<file path="src/rtl/gpu_pkg.sv">
// gpu_pkg: shared state encoding and default sizing for the kernel dispatcher.
package gpu_pkg;
    typedef enum logic [1:0] {IDLE, RESET_CORES, DISPATCH, DONE} dispatch_state_t;
    localparam int DEF_THREADS_PER_BLOCK = 4;
    localparam int DEF_NUM_CORES = 2;
endpackage

</file>
<file path="src/rtl/dispatch_if.sv">
// dispatch_if: launch request, core handshake and status signals of the dispatcher.
interface dispatch_if
    import gpu_pkg::*;
#(
    parameter int NUM_CORES = DEF_NUM_CORES,
    parameter int THREADS_PER_BLOCK = DEF_THREADS_PER_BLOCK,
    parameter int DATA_WIDTH = 8
);
    localparam int TCW = $clog2(THREADS_PER_BLOCK) + 1;
    logic                          start;
    logic [DATA_WIDTH-1:0]         thread_count;
    logic [NUM_CORES-1:0]          core_done;
    logic [NUM_CORES-1:0]          core_start;
    logic [NUM_CORES-1:0]          core_reset;
    logic [NUM_CORES*DATA_WIDTH-1:0] core_block_id;
    logic [NUM_CORES*TCW-1:0]      core_thread_count;
    logic                          busy;
    logic                          done;
    modport master (
        output start, thread_count, core_done,
        input  core_start, core_reset, core_block_id, core_thread_count, busy, done
    );
    modport slave (
        input  start, thread_count, core_done,
        output core_start, core_reset, core_block_id, core_thread_count, busy, done
    );
endinterface

</file>
<file path="src/rtl/dispatch_priority_pick.sv">
// priority_pick: lowest-index set-bit encoder with a valid flag.
module priority_pick #(
    parameter int N = 2,
    parameter int IW = N > 1 ? $clog2(N) : 1
) (
    input  logic [N-1:0]  req_i,
    output logic          valid_o,
    output logic [IW-1:0] idx_o
);
    always_comb begin
        valid_o = |req_i;
        idx_o   = '0;
        for (int i = N - 1; i >= 0; i--) idx_o = req_i[i] ? IW'(i) : idx_o;
    end
endmodule

</file>
<file path="src/rtl/dispatch.sv">
// dispatch: splits a kernel launch into fixed-size thread blocks and hands them to
// compute cores one at a time, recycling each core as it retires its block.
module dispatch
    import gpu_pkg::*;
#(
    parameter int NUM_CORES = DEF_NUM_CORES,
    parameter int THREADS_PER_BLOCK = DEF_THREADS_PER_BLOCK,
    parameter int DATA_WIDTH = 8
) (
    input logic       clk,
    input logic       rst_n,
    dispatch_if.slave bus
);
    localparam int SH = $clog2(THREADS_PER_BLOCK);
    localparam int TCW = SH + 1;
    localparam int IW = NUM_CORES > 1 ? $clog2(NUM_CORES) : 1;
    localparam logic [DATA_WIDTH-1:0] MASK = DATA_WIDTH'(THREADS_PER_BLOCK - 1);
    localparam logic [DATA_WIDTH-1:0] TPB = DATA_WIDTH'(THREADS_PER_BLOCK);

    dispatch_state_t state_q, state_d;
    logic [DATA_WIDTH-1:0] tc_q, tc_d, total_q, total_d, disp_q, disp_d, retired_q, retired_d;
    logic [NUM_CORES-1:0] cs_q, cs_d, cr_q, cr_d;
    logic [NUM_CORES-1:0][DATA_WIDTH-1:0] id_q, id_d;
    logic [NUM_CORES-1:0][TCW-1:0] cnt_q, cnt_d;
    logic busy_q, busy_d, done_q, done_d;
    logic [NUM_CORES-1:0] free, comp;
    logic [DATA_WIDTH-1:0] rem, ncomp;
    logic pick_v;
    logic [IW-1:0] pick_idx;

    assign free = ~cs_q & ~cr_q;
    assign comp = bus.core_done & cs_q;
    assign rem  = tc_q - (disp_q << SH);

    priority_pick #(.N(NUM_CORES), .IW(IW)) u_pick (
        .req_i  (free),
        .valid_o(pick_v),
        .idx_o  (pick_idx)
    );

    always_comb begin
        ncomp = '0;
        for (int i = 0; i < NUM_CORES; i++) ncomp = ncomp + DATA_WIDTH'(comp[i]);
    end

    always_comb begin
        state_d   = state_q;
        tc_d      = tc_q;
        total_d   = total_q;
        disp_d    = disp_q;
        retired_d = retired_q;
        cs_d      = cs_q;
        cr_d      = '0;
        id_d      = id_q;
        cnt_d     = cnt_q;
        case (state_q)
            IDLE, DONE: if (bus.start) begin
                tc_d      = bus.thread_count;
                total_d   = (bus.thread_count >> SH)
                          + {{(DATA_WIDTH-1){1'b0}}, |(bus.thread_count & MASK)};
                disp_d    = '0;
                retired_d = '0;
                cs_d      = '0;
                cr_d      = '1;
                state_d   = RESET_CORES;
            end
            RESET_CORES: state_d = (total_q == '0) ? DONE : DISPATCH;
            DISPATCH: begin
                cs_d      = cs_q & ~comp;
                cr_d      = comp;
                retired_d = retired_q + ncomp;
                // A core completing this cycle is not free; it sits out one reset cycle first.
                if (pick_v && disp_q < total_q) begin
                    cs_d[pick_idx]  = 1'b1;
                    id_d[pick_idx]  = disp_q;
                    cnt_d[pick_idx] = (rem >= TPB) ? TCW'(THREADS_PER_BLOCK) : rem[TCW-1:0];
                    disp_d          = disp_q + 1'b1;
                end
                if (retired_d == total_q) state_d = DONE;
            end
        endcase
        busy_d = (state_d == RESET_CORES) || (state_d == DISPATCH);
        done_d = (state_d == DONE);
    end

    always_ff @(posedge clk or negedge rst_n) begin
        if (!rst_n) begin
            state_q   <= IDLE;
            tc_q      <= '0;
            total_q   <= '0;
            disp_q    <= '0;
            retired_q <= '0;
            cs_q      <= '0;
            cr_q      <= '0;
            id_q      <= '0;
            cnt_q     <= '0;
            busy_q    <= 1'b0;
            done_q    <= 1'b0;
        end else begin
            state_q   <= state_d;
            tc_q      <= tc_d;
            total_q   <= total_d;
            disp_q    <= disp_d;
            retired_q <= retired_d;
            cs_q      <= cs_d;
            cr_q      <= cr_d;
            id_q      <= id_d;
            cnt_q     <= cnt_d;
            busy_q    <= busy_d;
            done_q    <= done_d;
        end
    end

    assign bus.core_start        = cs_q;
    assign bus.core_reset        = cr_q;
    assign bus.core_block_id     = id_q;
    assign bus.core_thread_count = cnt_q;
    assign bus.busy              = busy_q;
    assign bus.done              = done_q;
endmodule

</file>
<file path="src/flat_wrapper.sv">
// flat-port wrapper written by rule: the top's interface ports become plain ports
module dispatch_flat import gpu_pkg::*;
#(
    parameter int NUM_CORES = DEF_NUM_CORES,
    parameter int THREADS_PER_BLOCK = DEF_THREADS_PER_BLOCK,
    parameter int DATA_WIDTH = 8
)
  (clk, rst_n, bus_start, bus_thread_count, bus_core_done, bus_core_start, bus_core_reset, bus_core_block_id, bus_core_thread_count, bus_busy, bus_done);
  dispatch_if #(.NUM_CORES(NUM_CORES), .THREADS_PER_BLOCK(THREADS_PER_BLOCK), .DATA_WIDTH(DATA_WIDTH)) bus_i ();
  input logic clk;
  input logic rst_n;
  input wire logic [$bits(bus_i.start)-1:0] bus_start;
  input wire logic [$bits(bus_i.thread_count)-1:0] bus_thread_count;
  input wire logic [$bits(bus_i.core_done)-1:0] bus_core_done;
  output wire logic [$bits(bus_i.core_start)-1:0] bus_core_start;
  output wire logic [$bits(bus_i.core_reset)-1:0] bus_core_reset;
  output wire logic [$bits(bus_i.core_block_id)-1:0] bus_core_block_id;
  output wire logic [$bits(bus_i.core_thread_count)-1:0] bus_core_thread_count;
  output wire logic [$bits(bus_i.busy)-1:0] bus_busy;
  output wire logic [$bits(bus_i.done)-1:0] bus_done;
  assign bus_i.start = bus_start;
  assign bus_i.thread_count = bus_thread_count;
  assign bus_i.core_done = bus_core_done;
  assign bus_core_start = bus_i.core_start;
  assign bus_core_reset = bus_i.core_reset;
  assign bus_core_block_id = bus_i.core_block_id;
  assign bus_core_thread_count = bus_i.core_thread_count;
  assign bus_busy = bus_i.busy;
  assign bus_done = bus_i.done;
  dispatch #(.NUM_CORES(NUM_CORES), .THREADS_PER_BLOCK(THREADS_PER_BLOCK), .DATA_WIDTH(DATA_WIDTH)) u_core (.clk(clk), .rst_n(rst_n), .bus(bus_i));
endmodule
</file>
<file path="config.mk">
export PLATFORM = sky130hd
export DESIGN_NAME = dispatch_flat
export DESIGN_NICKNAME = d
export VERILOG_FILES = /design/src/rtl/gpu_pkg.sv /design/src/rtl/dispatch_if.sv /design/src/rtl/dispatch_priority_pick.sv /design/src/rtl/dispatch.sv /design/src/flat_wrapper.sv
export SDC_FILE = /design/constraint.sdc
export NUM_CORES = 1
export LEC_CHECK = 0
export ABC_AREA = 1
export CORE_MARGIN = 4
export CORE_UTILIZATION = 56
export DETAILED_ROUTE_END_ITERATION = 8
export PLACE_DENSITY = 0.8
export SYNTH_ARGS = -nofsm -noshare
export SYNTH_HDL_FRONTEND = slang
export SYNTH_HIERARCHICAL = 1
export SYNTH_SLANG_ARGS = --single-unit
</file>
<file path="constraint.sdc">
create_clock -name clk -period 2.5 [get_ports clk]
set_input_delay 0.5 -clock clk [delete_from_list [all_inputs] [get_ports clk]]
set_output_delay 0.5 -clock clk [all_outputs]
set_load 0.05 [all_outputs]
</file>
==> results of run 1 <==
layout by cell type, fill, tap and decap left out, types with 2 or more instances in the layout:
master	count
clkdlybuf4s50_1	37
inv_2	2
o21ai_2	14
inv_1	48
dlymetal6s2s_1	2
dfrtp_1	59
clkbuf_1	2
or2_2	3
ha_1	17
nand4_1	4
nand3_1	27
nor2_1	22
clkbuf_8	10
xnor2_1	3
nand2_4	2
xor2_1	4
nand2_2	5
nand2_1	119
o22ai_1	6
bufinv_16	3
o21ai_0	19
buf_4	11
o21ai_1	7
dfrtp_2	2
a21oi_1	6
critical path, cell delays in order (launching register included):
cell	delay [ns]
dfrtp_2	0.43
nand2_1	0.08
inv_2	0.05
fa_2	0.39
ha_4	0.29
xnor2_1	0.11
nand2_1	0.06
nor2_1	0.08
nand2_1	0.05
nor2_1	0.10
nand3_1	0.08
nand2_1	0.08
nand2_2	0.07
a21oi_2	0.14
ha_1	0.24
repair_timing:
action / CTS / global route
pin swaps: 0 / 8
hold endpoints to repair: 0 / 0
setup endpoints to repair: 1 / 2
resized for setup: 1 / 9
cloned: 0 / 0
worst min-delay path by stage:
stage / from / endpoint / slack (ns) / cells after the start
finish: rst_n / u_core/tc_q[5] / 0.25 / 1
CTS: rst_n / u_core/tc_q[7] / 0.27 / 1
global placement: u_core/bus.core_block_id[10] / u_core/bus.core_block_id[10] / 0.47 / 2
global route: rst_n / u_core/total_q[6] / 0.30 / 1
floorplan: rst_n / u_core/bus.busy / 0.20 / 0
detailed placement: u_core/bus.core_block_id[5] / u_core/bus.core_block_id[5] / 0.47 / 2
power by group:
group | leakage [nW] | switching, mW | internal, mW
clock | 0.121 | 0.382 | 0.689
sequential | 0.805 | 0.209 | 1.26
combinational | 1.08 | 1.57 | 0.751
total | 2.01 | 2.16 | 2.70
stage by stage:
| stage | hold slack (ns) | power (mW) | instance area, um2 | util (%) |
|---|---|---|---|---|
| 2_1_floorplan | 0.204 | 3.11 | 3300 | - |
| 3_3_place_gp | 0.466 | 3.66 | 3820 | 68.1 |
| 3_5_place_dp | 0.472 | 3.74 | 3820 | 68.1 |
| 4_1_cts | 0.270 | 4.85 | 4070 | 72.6 |
| 5_1_grt | 0.298 | 5.19 | 4100 | 73.0 |
| 6_report | 0.248 | 4.86 | 4100 | 73.0 |
flip-flops by register name (all words and copies together) (netlist names):
signal / count
u_core/total_q: 7
u_core/bus.core_start: 2
u_core/tc_q: 8
u_core/bus.core_thread_count: 6
u_core/retired_q: 8
u_core/bus.core_block_id: 16
u_core/bus.busy: 1
u_core/bus.core_reset: 2
u_core/bus.done: 1
u_core/state_q: 2
u_core/disp_q: 8
layer usage:
layer / part of all wire [%] / global-route usage, % / up-vias
li1: - / - / 1387
met1: 44 / 28.3 / 1329
met2: 48 / 36.2 / 93
met3: 5.9 / 5.40 / 13
met4: 1.6 / 11.5 / 0
met5: 0 / 0 / -
cells by family after synthesis:
family	synth area share, %
XOR/XNOR	1.86
AND/OR/NAND/NOR	24.2
AO/OA/AOI/OAI	12.4
adder cells (fa/ha/maj)	8.05
buffers and inverters	7.17
flip-flops	46.3
cell type report:
class | count | area share (%)
Sequential cell | 61 | 37.3
Timing Repair Buffer | 51 | 11.8
Inverter | 50 | 4.58
Tap cell | 72 | 2.20
Clock inverter | 4 | 2.32
Multi-Input combinational cell | 277 | 38.2
Clock buffer | 12 | 3.54
==> impl_metrics.toml, run 1 <==
[final_layout]
multi_input_area_mm2 = 0.00157
fillers = 413
syn2layout_area_growth_pct = 24.2
finalNonFillerCells = 527
antenna_cells = 0
final_nets = 483
drive_gt1_share_pct = 13.2
ff_latch_area_mm2 = 0.00153

[synthesis]
synth.area.top_cells = "dfrtp_1, nand2_1, ha_1"
synthDistinctLibCells = 36
post-synth-top-count-cell = "nand2_1"
synth.avg_cell_area_um2 = 8.33
synthFlopType = "dfrtp_1"
netlist_top_cells_count = "nand2_1, dfrtp_1, inv_1"
yosys.area.top_type = "dfrtp_1"
ys_ff_latch = 61
syn_area_mm2 = 0.00330
synth_nets = 429
seq_area_frac_synth_pct = 46.3
synth_top_area_share_pct = 46.3
synth_edf_count = 0
ys_warn_count = 6
async_flop_share_pct = 100
synthCells = 396

[pwr]
p_leak_nw = 2.01
p_per_area_mw_per_mm2 = 1190
ir_drop_mv = 0.716

[place]
port_buffers = 40
dp_worst_setup_slack_ns = -0.389
gp_congestion = 0.875
placed_cells = 511
dp_hpwl_um = 5420

[floorplanning]
die_y_um = 84.7
initial_core_util_pct = 58.8
die_area_mm2 = 0.00718
die_w_um = 84.7
core_mm2 = 0.00561
rows = 27
io_pins = 41

[setup_path]
crit_start = "u_core/bus.core_start[1]"
r2r-start = "u_core/bus.core_start[1]"
cp-end-kind = "flop"
r2r_setup_slack_ns = 0.13
crit_path_end = "u_core/bus.busy"
regToRegEndpoint = "u_core/bus.busy"
cp_max_fo = 4
crit_type = "reg2reg"
rr_worst_depth = 14
worstPathRequired_ns = 2.73
arrival_ns = 2.59
worst_setup_path_start_kind = "flop"

[global_route]
antenna_found_initial = 0
globalRoute.totalOverflow = 0
grt_first_pass_wirelength_um = 12700
grt_max_degree = 37
grt_usage_pct = 22.5
grt_pass1_vias = 2729

[flow_run]
max_cap_violations = 0

[route]
totalWireLength_um = 7610
wl_per_cell_um = 14.4
via_count = 2822
drtIter0Drc = 179
antenna_left = 0
viasPerCell = 5.35
first_pass_iters = 4
drc_errors = 0

[sta]
post-route-min-period_ns = 2.37
slew_viol_final = 0
fin_crit_sh_pct = 94.6
setup_ws_ns = 0.134
setup_tns_ns = 0
finalHoldViolCount = 0
max_slew.worst_pin.slew_ns = 0.816
relSlewSlack_pct = 45.6
setup_viol = 0
fmax_ghz = 0.423
fin_skew_ns = 0.00538

[clock_network]
post_cts_buffers = 0
clock_latency_ns = 0.34
hold_buffers = 0
cts_root_buffer = "clkbuf_8"
htree_levels = 3
clk_path_buf_depth = 2
cts_tree = "yes"
clk_pin_slew_ns = 0.07
cts.sinks = 61
cts_made_buffers = 9

[run_status]
status = "finished clean"

[hold_path]
hp-class = "in2async"
(Power assumes the default switching activity.)
==> inputs of run 2 (changes only) <==
--- a/config.mk
+++ b/config.mk
@@ -9,7 +9,7 @@
 export CORE_MARGIN = 4
 export CORE_UTILIZATION = 56
 export DETAILED_ROUTE_END_ITERATION = 8
-export PLACE_DENSITY = 0.8
+export PLACE_DENSITY = 0.78
 export SYNTH_ARGS = -nofsm -noshare
 export SYNTH_HDL_FRONTEND = slang
 export SYNTH_HIERARCHICAL = 1
==> impl_metrics.toml, run 2 (synthesized netlist as in run 1, its figures left out) <==
[run_status]
status = "finished clean"

[final_layout]
drive_gt1_share_pct = 13.2
post-route-util_pct = 72.4
syn2layout_area_growth_pct = 23.2
layout_common_cells = "nand2_1, dfrtp_1, inv_1, clkdlybuf4s50_1, nand3_1"
largest_reg_flops = 16
final_nets = 482
fillers = 474
antenna_cells = 0
final_common_cell = "nand2_1"

[setup_path]
cp_top_family = "adder cells"
critPathMaxStageDelay_ns = 0.42
crit_type = "reg2reg"
r2r-start = "u_core/bus.core_start[1]"
worstPathRequired_ns = 2.73
crit_buf_inv = 2
cp_max_fo = 6
cp.depth = 16
regToRegEndpoint = "u_core/bus.busy"
r2r_setup_slack_ns = 0.17
crit_start = "u_core/bus.core_start[1]"
worst_path_max_delay_cell = "dfrtp_2"
crit_chain = "nand2_1 -> inv_2 -> fa_2 -> ha_4 -> inv_2 -> nand2_2 -> nand3_1 -> nand2_1 -> nor2_1 -> nand2_1 -> nor2_1 -> nand3_1 -> nand2_1 -> nand2_2 -> a21oi_2 -> ha_1"
crit_path_end = "u_core/bus.busy"
arrival_ns = 2.56
rr_worst_depth = 16
worst_setup_path_start_kind = "flop"
cp-end-kind = "flop"
crit_path_frequent_cell = "nand2_1"

[sta]
fmax_ghz = 0.429
finalHoldViolCount = 0
rsz0062_at_grt = "false"
relSlewSlack_pct = 58.2
whs_ns = 0.131
fin_crit_sh_pct = 93.3
post-route-min-period_ns = 2.33
slew_viol_final = 0
setup_viol = 0
max_slew.worst_pin.slew_ns = 0.621
fin_skew_ns = 0.0104

[pwr]
power_frac_seq_pct = 31.4
switchingPower_mw = 2.17
p_leak_nw = 2.00
combPwrFrac_pct = 49.6
swShare_pct = 46.5
ir_drop_mv = 0.635
internal-power_mw = 2.51
p_per_area_mw_per_mm2 = 1150
clkPwrFrac_pct = 19.0

[clock_network]
htree_levels = 3
clk_pin_slew_ns = 0.07
hold_buffers = 0
post_cts_buffers = 0
cts_root_buffer = "clkbuf_8"
cts_made_buffers = 9
clk_path_buf_depth = 2
cts_tree = "yes"
cts.sinks = 61
clock_latency_ns = 0.35

[flow_run]
max_cap_violations = 0

[global_route]
antenna_found_initial = 0
grt_first_pass_wirelength_um = 13200
grt_usage_pct = 23.1
globalRoute.totalOverflow = 0
grt_max_degree = 62
grt_pass1_vias = 2885

[route]
first_pass_iters = 4
drtIter0Drc = 146
totalWireLength_um = 7720
via_count = 2817
viasPerCell = 5.36
drc_errors = 0
wl_per_cell_um = 14.7
antenna_left = 0

[floorplanning]
core_mm2 = 0.00561
initial_core_util_pct = 58.8
die_area_mm2 = 0.00718
rows = 27
io_pins = 41
die_y_um = 84.7
die_w_um = 84.7

[place]
dp_hpwl_um = 5510
gp_congestion = 0.893
port_buffers = 40

[hold_path]
hp-class = "in2async"
## run 2: per-layer routing
metal	share of wire (%)	routed length [um]	track usage (%)	up-vias
met5	0	0	0	-
met4	2.5	193	10.4	0
met3	5.4	416	6.48	19
met2	49	3750	37.4	73
met1	44	3360	28.9	1338
li1	-	-	-	1387
## run 2: worst register-to-register path, delay by kind of cell (launching register included)
| family | cells | cell delay, ns |
|---|---|---|
| adder cells (fa/ha/maj) | 3 | 0.83 |
| AND/OR/NAND/NOR | 10 | 0.74 |
| flip-flops | 1 | 0.42 |
| AO/OA/AOI/OAI | 1 | 0.13 |
| buffers and inverters | 2 | 0.11 |
## run 2: worst min-delay path by stage
stage / from / to / slack (ns) / depth (start not counted)
3_5_place_dp: u_core/bus.core_thread_count[1] / u_core/bus.core_thread_count[1] / 0.47 / 2
5_1_grt: rst_n / u_core/retired_q[5] / 0.17 / 2
2_1_floorplan: rst_n / u_core/bus.busy / 0.20 / 0
6_report: rst_n / u_core/retired_q[5] / 0.13 / 2
4_1_cts: rst_n / u_core/retired_q[7] / 0.15 / 2
3_3_place_gp: u_core/bus.core_block_id[9] / u_core/bus.core_block_id[9] / 0.46 / 2
## run 2: what timing repair did
| action | in CTS | in global routing |
|---|---|---|
| setup endpoints to repair | 1 | 2 |
| pin swaps | 0 | 8 |
| endpoints found under the hold margin | 0 | 0 |
| gates resized for setup | 2 | 11 |
## run 2: through the flow
stage / area [um2] / TNS (ns) / setup WS (ns) / power [mW] / cells
detailed placement: 3830 / -0.763 / -0.398 / 3.76 / 510
global route: 4060 / 0 / 0.000692 / 5.02 / 526
global placement: 3830 / -0.634 / -0.347 / 3.67 / 510
floorplan: 3300 / 0 / 0.0643 / 3.11 / 396
finish: 4060 / 0 / 0.168 / 4.68 / 526
CTS: 4030 / 0 / 0.00120 / 4.67 / 526
## run 2: power by group through the flow
stage	clock network (mW)	logic [mW]	registers, mW
finish	0.889	2.32	1.47
detailed placement	0	2.28	1.48
global route	0.944	2.57	1.50
floorplan	0	1.31	1.80
CTS	0.898	2.30	1.46
global placement	0	2.20	1.47
## run 2: layout make-up
type                       count  area (um2)  share of cell area [%]
sequential                    61        1530                    37.6
tap                           72        90.1                    2.22
multi-input combinational    277        1580                    38.8
clock inverter                 4        47.5                    1.17
clock buffer                  12         145                    3.57
inverter                      50         188                    4.62
timing repair buffer          50         488                    12.0
